File: config.mk
export PLATFORM = sky130hd
export DESIGN_NAME = cache_controller
export DESIGN_NICKNAME = d
export VERILOG_FILES = /design/src/rtl/cache_pkg.sv /design/src/rtl/cache_word_counter.sv /design/src/rtl/cache_controller.sv
export SDC_FILE = /design/constraint.sdc
export NUM_CORES = 1
export LEC_CHECK = 0
export CORE_MARGIN = 4
export CORE_UTILIZATION = 50
export DETAILED_ROUTE_END_ITERATION = 10
export DONT_BUFFER_PORTS = 1
export GPL_TIMING_DRIVEN = 0
export HOLD_SLACK_MARGIN = 0.12
export PLACE_DENSITY = 0.68
export SLEW_MARGIN = 20
export SYNTH_ARGS = -nofsm -noshare
export SYNTH_HDL_FRONTEND = slang
export SYNTH_SLANG_ARGS = --single-unit
File: constraint.sdc
create_clock -name clk -period 4.9 [get_ports clk]
set_input_delay 0.245 -clock clk [delete_from_list [all_inputs] [get_ports clk]]
set_output_delay 0.245 -clock clk [all_outputs]
set_load 0.005 [all_outputs]
File: src/rtl/cache_pkg.sv
// Shared definitions for the direct-mapped cache controller.
//   - Address split: tag[15:8] / index[7:5] / offset[4:0]
//   - Controller state enumeration and the metadata line layout
package cache_pkg;

  localparam int TAG_W           = 8;
  localparam int INDEX_W         = 3;
  localparam int OFFSET_W        = 5;
  localparam int DEPTH           = 8;
  localparam int WORDS_PER_BLOCK = 32;
  localparam int LINE_W          = 2 + TAG_W;

  typedef enum logic [2:0] {
    IDLE,
    COMPARE,
    WRITEBACK,
    FILL,
    ACCESS
  } state_t;

  // Metadata entry: {valid, dirty, tag}
  typedef struct packed {
    logic             valid;
    logic             dirty;
    logic [TAG_W-1:0] tag;
  } line_t;

endpackage

File: src/rtl/cache_word_counter.sv
// Word offset counter for block transfers.
// Walks offsets 0..31, each offset split into two half-cycles (phase 0 = A,
// phase 1 = B).
//   clk, rst    : clock, synchronous active-high reset
//   clr         : restart at offset 0, phase A
//   en          : advance one half-cycle
//   count_inc   : offset of the half-cycle that follows the current one
//   phase_inc   : phase of the half-cycle that follows the current one
//   last        : current half-cycle is offset 31, phase B
module cache_word_counter
  import cache_pkg::*;
(
  input  logic                clk,
  input  logic                rst,
  input  logic                clr,
  input  logic                en,
  output logic [OFFSET_W-1:0] count_inc,
  output logic                phase_inc,
  output logic                last
);

  logic [OFFSET_W-1:0] count_q, count_d;
  logic                phase_q, phase_d;

  // Look-ahead values depend only on the flops, so the controller can use
  // them to build registered outputs without a combinational loop.
  always_comb begin
    phase_inc = ~phase_q;
    count_inc = phase_q ? count_q + 1'b1 : count_q;
    last      = (count_q == OFFSET_W'(WORDS_PER_BLOCK - 1)) && phase_q;
  end

  always_comb begin
    count_d = count_q;
    phase_d = phase_q;
    if (clr) begin
      count_d = '0;
      phase_d = 1'b0;
    end else if (en) begin
      count_d = count_inc;
      phase_d = phase_inc;
    end
  end

  always_ff @(posedge clk) begin
    if (rst) begin
      count_q <= '0;
      phase_q <= 1'b0;
    end else begin
      count_q <= count_d;
      phase_q <= phase_d;
    end
  end

endmodule

File: src/rtl/cache_controller.sv
// Direct-mapped, 8-line, 32-byte-block, write-back / write-allocate cache
// controller. Only control is generated here; the SRAM/SDRAM datapath is
// external and steered by mux_sel / demux_sel.
//   clk, rst                : clock, synchronous active-high reset
//   Address_cpu, wr_rd_cpu  : CPU request (latched on acceptance)
//   DOut_cpu                : CPU write data, not used by control
//   cs_cpu / rdy_cpu        : request strobe / controller idle
//   Address_sdram, wr_rd_sdram, mstrb_sdram : SDRAM word access
//   mux_sel, demux_sel, wen_sram, address_cache_ctrl_sram : SRAM control
// All outputs are registered: the next-state logic computes the values for
// the upcoming cycle and they are captured on the same edge as the state.
module cache_controller
  import cache_pkg::*;
#(
  parameter int ADDR_WIDTH = 16,
  parameter int DATA_WIDTH = 8
) (
  input  logic                        clk,
  input  logic                        rst,
  input  logic [ADDR_WIDTH-1:0]       Address_cpu,
  input  logic [DATA_WIDTH-1:0]       DOut_cpu,
  input  logic                        wr_rd_cpu,
  input  logic                        cs_cpu,
  output logic                        rdy_cpu,
  output logic [ADDR_WIDTH-1:0]       Address_sdram,
  output logic                        wr_rd_sdram,
  output logic                        mstrb_sdram,
  output logic                        mux_sel,
  output logic                        demux_sel,
  output logic                        wen_sram,
  output logic [INDEX_W+OFFSET_W-1:0] address_cache_ctrl_sram
);

  logic [LINE_W-1:0] cache_line [0:DEPTH-1];

  state_t                      state_q, state_d;
  logic [ADDR_WIDTH-1:0]       addr_q, addr_d;
  logic                        wr_q, wr_d;
  logic                        rdy_q, rdy_d;
  logic [ADDR_WIDTH-1:0]       sdram_addr_q, sdram_addr_d;
  logic                        sdram_wr_q, sdram_wr_d;
  logic                        mstrb_q, mstrb_d;
  logic                        mux_q, mux_d;
  logic                        demux_q, demux_d;
  logic                        wen_q, wen_d;
  logic [INDEX_W+OFFSET_W-1:0] sram_addr_q, sram_addr_d;

  logic                meta_we;
  logic [LINE_W-1:0]   meta_val;
  logic                cnt_clr, cnt_en, cnt_phase_inc, cnt_last;
  logic [OFFSET_W-1:0] cnt_count_inc;

  logic [TAG_W-1:0]    req_tag;
  logic [INDEX_W-1:0]  req_idx;
  logic [OFFSET_W-1:0] req_off;
  line_t               cur_line;

  // Write data travels on the external datapath only.
  logic unused_dout;
  assign unused_dout = ^DOut_cpu;

  assign req_tag  = addr_q[ADDR_WIDTH-1 -: TAG_W];
  assign req_idx  = addr_q[OFFSET_W +: INDEX_W];
  assign req_off  = addr_q[OFFSET_W-1:0];
  assign cur_line = line_t'(cache_line[req_idx]);

  cache_word_counter u_word_counter (
    .clk       (clk),
    .rst       (rst),
    .clr       (cnt_clr),
    .en        (cnt_en),
    .count_inc (cnt_count_inc),
    .phase_inc (cnt_phase_inc),
    .last      (cnt_last)
  );

  always_comb begin
    state_d      = state_q;
    addr_d       = addr_q;
    wr_d         = wr_q;
    rdy_d        = 1'b0;
    sdram_addr_d = '0;
    sdram_wr_d   = 1'b0;
    mstrb_d      = 1'b0;
    mux_d        = 1'b0;
    demux_d      = 1'b0;
    wen_d        = 1'b0;
    sram_addr_d  = '0;
    meta_we      = 1'b0;
    meta_val     = cache_line[req_idx];
    cnt_clr      = 1'b0;
    cnt_en       = 1'b0;

    case (state_q)
      IDLE: begin
        rdy_d = 1'b1;
        if (cs_cpu) begin
          addr_d  = Address_cpu;
          wr_d    = wr_rd_cpu;
          rdy_d   = 1'b0;
          state_d = COMPARE;
        end
      end

      COMPARE: begin
        if (cur_line.valid && (cur_line.tag == req_tag)) begin
          state_d     = ACCESS;
          sram_addr_d = {req_idx, req_off};
          wen_d       = wr_q;
        end else if (cur_line.valid && cur_line.dirty) begin
          // Victim must reach SDRAM first; open with an SRAM read of word 0.
          state_d     = WRITEBACK;
          cnt_clr     = 1'b1;
          sram_addr_d = {req_idx, {OFFSET_W{1'b0}}};
          demux_d     = 1'b1;
        end else begin
          state_d      = FILL;
          cnt_clr      = 1'b1;
          sdram_addr_d = ADDR_WIDTH'({req_tag, req_idx, {OFFSET_W{1'b0}}});
          mstrb_d      = 1'b1;
        end
      end

      WRITEBACK: begin
        if (cnt_last) begin
          state_d      = FILL;
          cnt_clr      = 1'b1;
          sdram_addr_d = ADDR_WIDTH'({req_tag, req_idx, {OFFSET_W{1'b0}}});
          mstrb_d      = 1'b1;
        end else begin
          cnt_en = 1'b1;
          if (!cnt_phase_inc) begin
            sram_addr_d = {req_idx, cnt_count_inc};
            demux_d     = 1'b1;
          end else begin
            // Old tag is still in the metadata until the fill completes.
            sdram_addr_d = ADDR_WIDTH'({cur_line.tag, req_idx, cnt_count_inc});
            sdram_wr_d   = 1'b1;
            mstrb_d      = 1'b1;
          end
        end
      end

      FILL: begin
        if (cnt_last) begin
          state_d     = ACCESS;
          meta_we     = 1'b1;
          meta_val    = {1'b1, 1'b0, req_tag};
          sram_addr_d = {req_idx, req_off};
          wen_d       = wr_q;
        end else begin
          cnt_en = 1'b1;
          if (!cnt_phase_inc) begin
            sdram_addr_d = ADDR_WIDTH'({req_tag, req_idx, cnt_count_inc});
            mstrb_d      = 1'b1;
          end else begin
            sram_addr_d = {req_idx, cnt_count_inc};
            mux_d       = 1'b1;
            wen_d       = 1'b1;
          end
        end
      end

      ACCESS: begin
        state_d = IDLE;
        rdy_d   = 1'b1;
        if (wr_q) begin
          meta_we  = 1'b1;
          meta_val = {1'b1, 1'b1, cur_line.tag};
        end
      end

      default: begin
        state_d = IDLE;
        rdy_d   = 1'b1;
      end
    endcase
  end

  always_ff @(posedge clk) begin
    if (rst) begin
      state_q      <= IDLE;
      addr_q       <= '0;
      wr_q         <= 1'b0;
      rdy_q        <= 1'b1;
      sdram_addr_q <= '0;
      sdram_wr_q   <= 1'b0;
      mstrb_q      <= 1'b0;
      mux_q        <= 1'b0;
      demux_q      <= 1'b0;
      wen_q        <= 1'b0;
      sram_addr_q  <= '0;
    end else begin
      state_q      <= state_d;
      addr_q       <= addr_d;
      wr_q         <= wr_d;
      rdy_q        <= rdy_d;
      sdram_addr_q <= sdram_addr_d;
      sdram_wr_q   <= sdram_wr_d;
      mstrb_q      <= mstrb_d;
      mux_q        <= mux_d;
      demux_q      <= demux_d;
      wen_q        <= wen_d;
      sram_addr_q  <= sram_addr_d;
    end
  end

  generate
    for (genvar gi = 0; gi < DEPTH; gi++) begin : g_line
      always_ff @(posedge clk) begin
        if (rst) begin
          cache_line[gi] <= '0;
        end else if (meta_we && (req_idx == INDEX_W'(gi))) begin
          cache_line[gi] <= meta_val;
        end
      end
    end
  endgenerate

  assign rdy_cpu                 = rdy_q;
  assign Address_sdram           = sdram_addr_q;
  assign wr_rd_sdram             = sdram_wr_q;
  assign mstrb_sdram             = mstrb_q;
  assign mux_sel                 = mux_q;
  assign demux_sel               = demux_q;
  assign wen_sram                = wen_q;
  assign address_cache_ctrl_sram = sram_addr_q;

endmodule

== Word level (Yosys, flattened, before mapping) ==
Memories as Yosys holds them, arrays and structs flattened. A register that Yosys moved wholly into a read port is not among the register bits.
Index checks and enable logic that the tools add are counted.
Widths: inputs -> output; s select.

* Memories: 1
* Bits in registers: 56
* Input bits: 28
* RAM bits: 80
* Word-level logic and storage cells: 145
* Output and inout port bits: 30

* Add/sub/neg operators: 1
* Muxes and demuxes: 83
* Bitwise gates (word level): 11
* Eq/ne operators: 16
* Reduce and logical (&&, ||, !) cells: 20

{| class="wikitable"
|+ Memories
! memory !! words !! width !! rd ports !! clocked after memory_dff !! wr ports !! line !! RTL
|-
| cache_line || 8 || 10 || 1 || 1 || 8 || cache_controller.sv:34 || <nowiki>logic [LINE_W-1:0] cache_line [0:DEPTH-1];</nowiki>
|}

{| class="wikitable"
|+ Operators by type and width
! kind !! number
|-
| $mux 10 || 10
|-
| $mux 16 || 6
|-
| $mux 8 || 6
|-
| $pmux 16 s3 || 1
|-
| $mux 1 || 44
|-
| $pmux 8 s3 || 1
|-
| $pmux 10 s2 || 1
|-
| $mux 3 || 6
|-
| $eq 3x3->1 const B || 5
|-
| $eq 3x2->1 const B || 4
|-
| $pmux 3 s4 || 1
|-
| $logic_and 1x1->1 || 11
|-
| $pmux 1 s2 || 5
|-
| $eq 8x8->1 || 1
|-
| $or 1x1->1 || 8
|-
| $reduce_or 2->1 || 4
|-
| $eq 3x1->1 const B || 2
|-
| $logic_not 3->1 || 2
|-
| $ne 2x2->1 const B || 3
|-
| $add 5x1->5 const B || 1
|-
| $eq 5x5->1 const B || 1
|-
| $mux 5 || 1
|-
| $not 1->1 || 3
|-
| $pmux 1 s3 || 1
|-
| 3 further kinds || 3
|}

== Depth between registers and ports, before layout ==
Gate-level depths: netlist of the first run.

* Word-level depth: 9
* Depth in mapped cells: 10
* Depth with buffers taken out: 9

== Cells and area by module ==
A second synthesis of the first run with hierarchy kept.

* Cell total of the unflattened synthesis: 552
* Area, all modules: 6059.6 um^2

{| class="wikitable"
|+ By module, submodules not included
! module !! area each (um^2) !! cells each !! instances
|-
| cache_controller || 5723.0 || 513 || 1
|-
| cache_word_counter || 336.6 || 39 || 1
|}

== Worst setup path after synthesis of the first run ==
No wires, ideal clock.

* Kind: reg-to-reg
* Start: reg u_word_counter.count_q[0]
* End: mem cache_line[1][0] (netlist bit) (enable)
* Arrival time: 2.510 ns
* Clock period less this slack: 2.903 ns
* Stages on the path, launching flop included: 9
* Library setup time: 0.394 ns
* Path slack: 1.997 ns
* Path buffers: 1
* Cell sequence: dfxtp_1 ha_1 and3_1 ha_1 clkbuf_1 nand3_1 nor2_1 o21ai_1 o31ai_1

{| class="wikitable"
|+ RTL lines
! element !! line !! RTL
|-
| start: declaration || cache_word_counter.sv:22 || <nowiki>logic [OFFSET_W-1:0] count_q, count_d;</nowiki>
|-
| start signal: assignment || cache_word_counter.sv:50 || <nowiki>count_q <= count_d;</nowiki>
|-
| end: declaration || cache_controller.sv:34 ||
|}

==> key figures, run 1 <==
Outcome
  • Status: completed

Worst setup path
  • Worst Path Max Fanout: 10
  • Worst Path Required: 5.15 ns
  • Worst Path Class, Setup: register to register
  • Startpoint Class: register
  • Arr. time, crit path: 3.86 ns
  • Crit end category: register

Timing
  • Crit path time final: 3.609 ns
  • Slew headroom: 0.2415
  • Final TNS setup: 0 ns
  • RSZ-0062 raised after global routing: no
  • Slew Viols, Final: 0
  • Final setup fails: 0
  • Final Cycle Share: 0.7366
  • Fmax: 277.1 MHz
  • Clock skew: 0.008826 ns
  • Tightest Pin Transition: 1.130 ns
  • Final Hold Viols: 0

Power
  • Worst vdd ir: 0.2728 mV
  • Clock group share of total power: 0.362
  • Internal Power: 2394 uW
  • Leakage Power: 0.002617 uW
  • Net Sw Frac: 0.3139
  • Register share of total power: 0.398
  • Total power density per cell area: 476.5 mW/mm2
  • Comb pwr share: 0.241
  • Net Sw Power: 1095 uW

GRT
  • Total grt overflow: 0
  • First-pass GRT wire length: 25450 um
  • Antenna violations before repair: 0
  • Vias in the first global route: 4752
  • Largest net degree at the start of global routing: 17
  • GRT Overall Usage: 0.2301

Synth
  • Synth async-reset ratio: 0
  • Ys Warns: 0
  • Count of different cell masters after synthesis: 56
  • Top_reg_cell synth: edfxtp_1
  • Avg Cell Area, Syn: 10.90 um2
  • Cells after synthesis: 580
  • Synth top area cells: edfxtp_1 38%, dfxtp_1 19%, nor2_1 5.5%
  • Post-synth net total: 613
  • Largest area contributor in the netlist: edfxtp_1
  • EDFF count, synth: 80
  • FF+latch count, synth: 139
  • Cell Area, Synth: 0.006320 mm2
  • Synth top area share: 0.3801
  • Sequential area share after synthesis: 0.5670

Drt
  • DR DRC count: 0
  • Vias: 4766
  • 1st-pass router iterations: 5
  • WL/cell: 20.16 um
  • Iter 0 DRT Violations: 523
  • Vias per inst: 5.965
  • Final WL: 16110 um
  • Final ANT Viol Nets: 0

Floorplan
  • DIE HEIGHT: 120.4 um
  • Num rows: 40
  • Chip Width: 120.4 um
  • Die Area: 0.01450 mm2
  • Initial Utilization: 0.5175
  • I/O Pins: 58
  • Core Footprint: 0.01221 mm2

Layout
  • Layout cells sized above 1: 0.1173
  • Count of filler cells inserted in the layout: 1010
  • Leading cell types in the layout, fill and taps excluded: 92 x nor2_1, 80 x edfxtp_1, 75 x nand2_1
  • Commonest non-fill, non-tap cell in the layout: nor2_1
  • Fin util: 0.5997
  • Synth-to-Final Area Change: 15.88%
  • NumNets Final: 652
  • Ant. Diodes: 0
  • Finished Cell Area: 0.007323 mm2

Worst hold path
  • Class of the worst hold path: primary input to register

Clock tree
  • Total CTS buffers: 17
  • Clock Root Buffer: clkbuf_16
  • CTS tree: done
  • Post-cts resize count: 0
  • Deepest clock path buffer count: 2
  • Clock slew at reported path FFs: 0.06 ns
  • Clk_lat worst skew: 0.43 ns
  • CTS Sinks: 139
  • H-Tree Depth: 4

Placement
  • Post-detail-place hpwl: 11400 um
  • Port Buffers: 0
  • Post-DP Area: 0.006568 mm2
  • Routability congestion estimate: 0.8722

Run
  • Max-cap violations: 0
-- cell type report --
type | instances | area, um2 | area share
plain buffers | 30 | 143.9 | 0.01965
repair buffers | 20 | 197.7 | 0.02699
clock buffers | 21 | 440.4 | 0.06014
inverters | 15 | 56.30 | 0.007688
well taps | 168 | 210.2 | 0.02870
clock inverters | 10 | 125.1 | 0.01709
multi-input cells | 396 | 2566 | 0.3504
flip-flops and latches | 139 | 3583 | 0.4893
-- power by group through the flow --
stage / clock network, uW / registers (uW) / logic, uW
after CTS: 1260 / 1390 / 827
after global routing: 1320 / 1400 / 915
after floorplan: 0 / 1390 / 609
after global placement: 0 / 1410 / 781
final: 1260 / 1390 / 839
after detailed placement: 0 / 1410 / 805
-- metrics by stage --
step                hold slack [ns]  cells  total power [uW]  worst slack (ns)
floorplan                    0.3366    580              1997             1.997
global placement             0.3422    748              2186            0.9108
detailed placement           0.3450    749              2216             1.398
CTS                          0.1836    799              3477             1.393
global route                 0.2099    799              3629             1.169
finish                       0.2044    799              3490             1.291
-- worst max-delay path, cell delays in order (launching register included) --
cell      delay, ns
dfxtp_1        0.44
ha_1           0.32
and3_1         0.19
ha_1           0.14
clkbuf_1       0.36
nand3_1        0.16
nor2_1         0.36
nor2_1         0.19
nor3_1         0.44
nand3_1        0.54
nor2_1         0.29
-- synth_stat cells, drive strengths merged (5+ instances only) --
cell type / number
a211oi: 6
a21oi: 39
a22o: 7
a2bb2oi: 8
and3: 6
buf: 9
clkbuf: 21
dfxtp: 59
edfxtp: 80
ha: 5
inv: 15
mux2i: 22
mux4: 14
nand2: 75
nand2b: 7
nand3: 15
nand4: 6
nor2: 92
nor2b: 8
nor3: 12
nor4: 6
o21ai: 16
o221ai: 7
xnor2: 8
-- final timing paths --
path | start | to | slack, ns | cells past startpoint
setup / recovery | u_word_counter.count_q[0] | cache_line[6][6] | 1.29 | 10
hold / removal | rst | Address_sdram[0] | 0.20 | 3
setup reg to reg | u_word_counter.count_q[0] | cache_line[6][6] | 1.29 | 10
hold reg to reg | wr_q | wr_q | 0.47 | 2
-- kinds of logic after synthesis --
| group | count (synthesis) | share of synthesized area |
|---|---|---|
| AO/OA/AOI/OAI | 107 | 0.1121 |
| XOR/XNOR | 12 | 0.01782 |
| adder cells (fa/ha/maj) | 5 | 0.009899 |
| buffers and inverters | 45 | 0.03168 |
| flip-flops | 139 | 0.5670 |
| multiplexers | 36 | 0.09186 |
| AND/OR/NAND/NOR | 236 | 0.1697 |
-- repair_timing --
| item | 4_1_cts | 5_1_grt |
|---|---|---|
| hold endpoints to repair | 21 | 0 |
| buffers inserted | 0 | 0 |
| hold buffers | 19 | 0 |
-- state kept, by name (all words and copies together), names as in the netlist, named ones only --
signal	count
state_q	3
u_word_counter.phase_q	1
addr_q	16
Address_sdram	16
mux_sel	1
wr_q	1
rdy_cpu	1
demux_sel	1
wen_sram	1
address_cache_ctrl_sram	8
wr_rd_sdram	1
cache_line	80
u_word_counter.count_q	5
mstrb_sdram	1
-- routing by layer --
metal / GRT usage / wire length [um] / vias up
met5: 0 / 0 / -
met2: 0.3905 / 8113 / 197
met4: 0.07649 / 337 / 0
met3: 0.05426 / 861 / 34
met1: 0.2906 / 6796 / 2352
li1: - / - / 2183
(Power assumes the default switching activity.)
==> run 2, diff against run 1 <==
--- a/config.mk
+++ b/config.mk
@@ -5,13 +5,14 @@
 export SDC_FILE = /design/constraint.sdc
 export NUM_CORES = 1
 export LEC_CHECK = 0
+export ABC_AREA = 1
 export CORE_MARGIN = 4
 export CORE_UTILIZATION = 50
 export DETAILED_ROUTE_END_ITERATION = 10
 export DONT_BUFFER_PORTS = 1
 export GPL_TIMING_DRIVEN = 0
 export HOLD_SLACK_MARGIN = 0.12
-export PLACE_DENSITY = 0.68
+export PLACE_DENSITY = 0.71
 export SLEW_MARGIN = 20
 export SYNTH_ARGS = -nofsm -noshare
 export SYNTH_HDL_FRONTEND = slang
==> constraint.sdc (replaced) <==
create_clock -name clk -period 3.1 [get_ports clk]
set_input_delay 0.155 -clock clk [delete_from_list [all_inputs] [get_ports clk]]
set_output_delay 0.155 -clock clk [all_outputs]
set_load 0.005 [all_outputs]
==> key figures, run 2 <==
Layout
  • Max FFs per register: 80
  • Leading cell types in the layout, fill and taps excluded: 166 x nand2_1, 132 x nor2_1, 80 x edfxtp_1
  • Finished Cell Area: 0.007475 mm2
  • NumNets Final: 830
  • Reg with most FFs: cache_line
  • Commonest non-fill, non-tap cell in the layout: nand2_1
  • Synth-to-Final Area Change: 17.11%
  • Ant. Diodes: 0
  • Layout cells sized above 1: 0.09259

Floorplan
  • DIE HEIGHT: 121.0 um
  • Initial Utilization: 0.5078
  • Num rows: 41
  • I/O Pins: 58
  • Chip Width: 121.0 um
  • Core Footprint: 0.01257 mm2
  • Die Area: 0.01464 mm2

Timing
  • Final Hold Viols: 0
  • Crit path time final: 2.708 ns
  • Slew Viols, Final: 0
  • Final Cycle Share: 0.8734
  • RSZ-0062 raised after global routing: no
  • Clock skew: 0.006535 ns
  • Final setup fails: 0
  • Slew headroom: 0.4972
  • Tightest Pin Transition: 0.7515 ns
  • Fmax: 369.3 MHz
  • Setup ws final: 0.3923 ns
  • Final TNS setup: 0 ns

GRT
  • GRT Overall Usage: 0.2626
  • Antenna violations before repair: 0
  • Vias in the first global route: 5107
  • Largest net degree at the start of global routing: 17
  • First-pass GRT wire length: 28350 um
  • Total grt overflow: 0

Synth
  • Ys Warns: 0
  • Most frequent cells after synthesis: 166 x nand2_1, 132 x nor2_1, 80 x edfxtp_1
  • Synth top area share: 0.3764
  • Sequential area share after synthesis: 0.5615
  • Top_reg_cell synth: edfxtp_1
  • Cell Area, Synth: 0.006382 mm2
  • Largest area contributor in the netlist: edfxtp_1
  • Synth async-reset ratio: 0
  • FF+latch count, synth: 139
  • Avg Cell Area, Syn: 8.398 um2
  • Most frequent cell after synthesis: nand2_1
  • EDFF count, synth: 80
  • Count of different cell masters after synthesis: 34
  • Synth top area cells: edfxtp_1 38%, dfxtp_1 19%, nand2_1 9.8%
  • Post-synth net total: 793
  • Cells after synthesis: 760

Clock tree
  • Clock Root Buffer: clkbuf_16
  • Total CTS buffers: 17
  • CTS Sinks: 139
  • Post-cts resize count: 0
  • Clock slew at reported path FFs: 0.06 ns
  • H-Tree Depth: 4
  • Hold buffer count at cts: 18
  • CTS tree: done
  • Deepest clock path buffer count: 2
  • Clk_lat worst skew: 0.43 ns
  • Postcts setup bufs: 0

Worst setup path
  • Reg2reg path depth: 10
  • Worst Path Required: 3.16 ns
  • R2R Path Start: u_word_counter.count_q[0]
  • Worst Path Class, Setup: register to register
  • R2r endpoint: cache_line[4][5]
  • Arr. time, crit path: 2.77 ns
  • Crit end category: register
  • Flop2flop setup slack: 0.39 ns
  • Startpoint Class: register
  • Worst Path Max Fanout: 10

Power
  • Leakage Power: 0.002998 uW
  • Worst vdd ir: 0.5526 mV
  • Power Total: 5866 uW
  • Total power density per cell area: 784.8 mW/mm2

Worst hold path
  • Worst hold stages: 3
  • Class of the worst hold path: primary input to register
  • Hold worst-path end: addr_q[11]
  • Hold Crit Start: cs_cpu

Placement
  • Port Buffers: 0
  • Post-DP Area: 0.006598 mm2
  • Setup slack after placement: 0.4471 ns
  • Post-detail-place hpwl: 12840 um
  • Routability congestion estimate: 0.9439

Drt
  • WL/cell: 19.07 um
  • Vias per inst: 5.601
  • 1st-pass router iterations: 5
  • Iter 0 DRT Violations: 703
  • Final WL: 18720 um
  • DR DRC count: 0
  • Vias: 5500
  • Final ANT Viol Nets: 0

Outcome
  • Status: completed

Run
  • Max-cap violations: 0
## run 2: per-layer routing
layer	global-route usage	wire [um]
met2	0.4099	8647
met5	0	0
met3	0.07413	1924
met4	0.1084	626
met1	0.3449	7525
## run 2: layout make-up
class                   instances  area [um2]
fillers                      1117        5094
flip-flops and latches        139        3583
multi-input cells             503        2315
clock buffers                  18       429.2
inverters                      91       341.6
clock inverters                14       267.8
well taps                     172       215.2
repair buffers                 18       180.2
plain buffers                  27       142.6
## run 2: kinds of logic after synthesis
group	Yosys count	synth area share
AOI/OAI and AO/OA	116	0.09881
xor gates and xnor gates	2	0.002745
adders and majority gates	5	0.009802
buffers and inverters	118	0.07587
DFF	139	0.5615
and+or+nand+nor	380	0.2513
## run 2: worst max path at each step
stage                               from          endpoint
3_3_place_gp   u_word_counter.count_q[0]  cache_line[4][1]
3_5_place_dp   u_word_counter.count_q[0]  cache_line[3][4]
5_1_grt        u_word_counter.count_q[0]  cache_line[3][4]
2_1_floorplan  u_word_counter.count_q[0]  cache_line[4][0]
4_1_cts        u_word_counter.count_q[0]  cache_line[4][7]
6_report       u_word_counter.count_q[0]  cache_line[4][5]
## run 2: through the flow
stage          hold WS [ns]    util  instances
2_1_floorplan        0.3480       -        760
3_3_place_gp         0.3577  0.5249        932
3_5_place_dp         0.3659  0.5249        932
4_1_cts              0.2092  0.5947        982
5_1_grt              0.2633  0.5947        982
6_report             0.2427  0.5947        982
## run 2: critical path, cell delays in order (launching register included)
cell	delay [ns]
dfxtp_1	0.41
ha_1	0.22
nand2_1	0.06
nor2_1	0.09
ha_1	0.19
nand2_2	0.16
nor2_4	0.30
inv_2	0.15
a21oi_2	0.21
nand2_1	0.14
nand2_1	0.41
## run 2: power by group
| group | internal [uW] | switching, uW |
|---|---|---|
| Sequential | 2080 | 81.0 |
| Clock | 1600 | 802 |
| Combinational | 321 | 990 |
| Total | 3990 | 1870 |
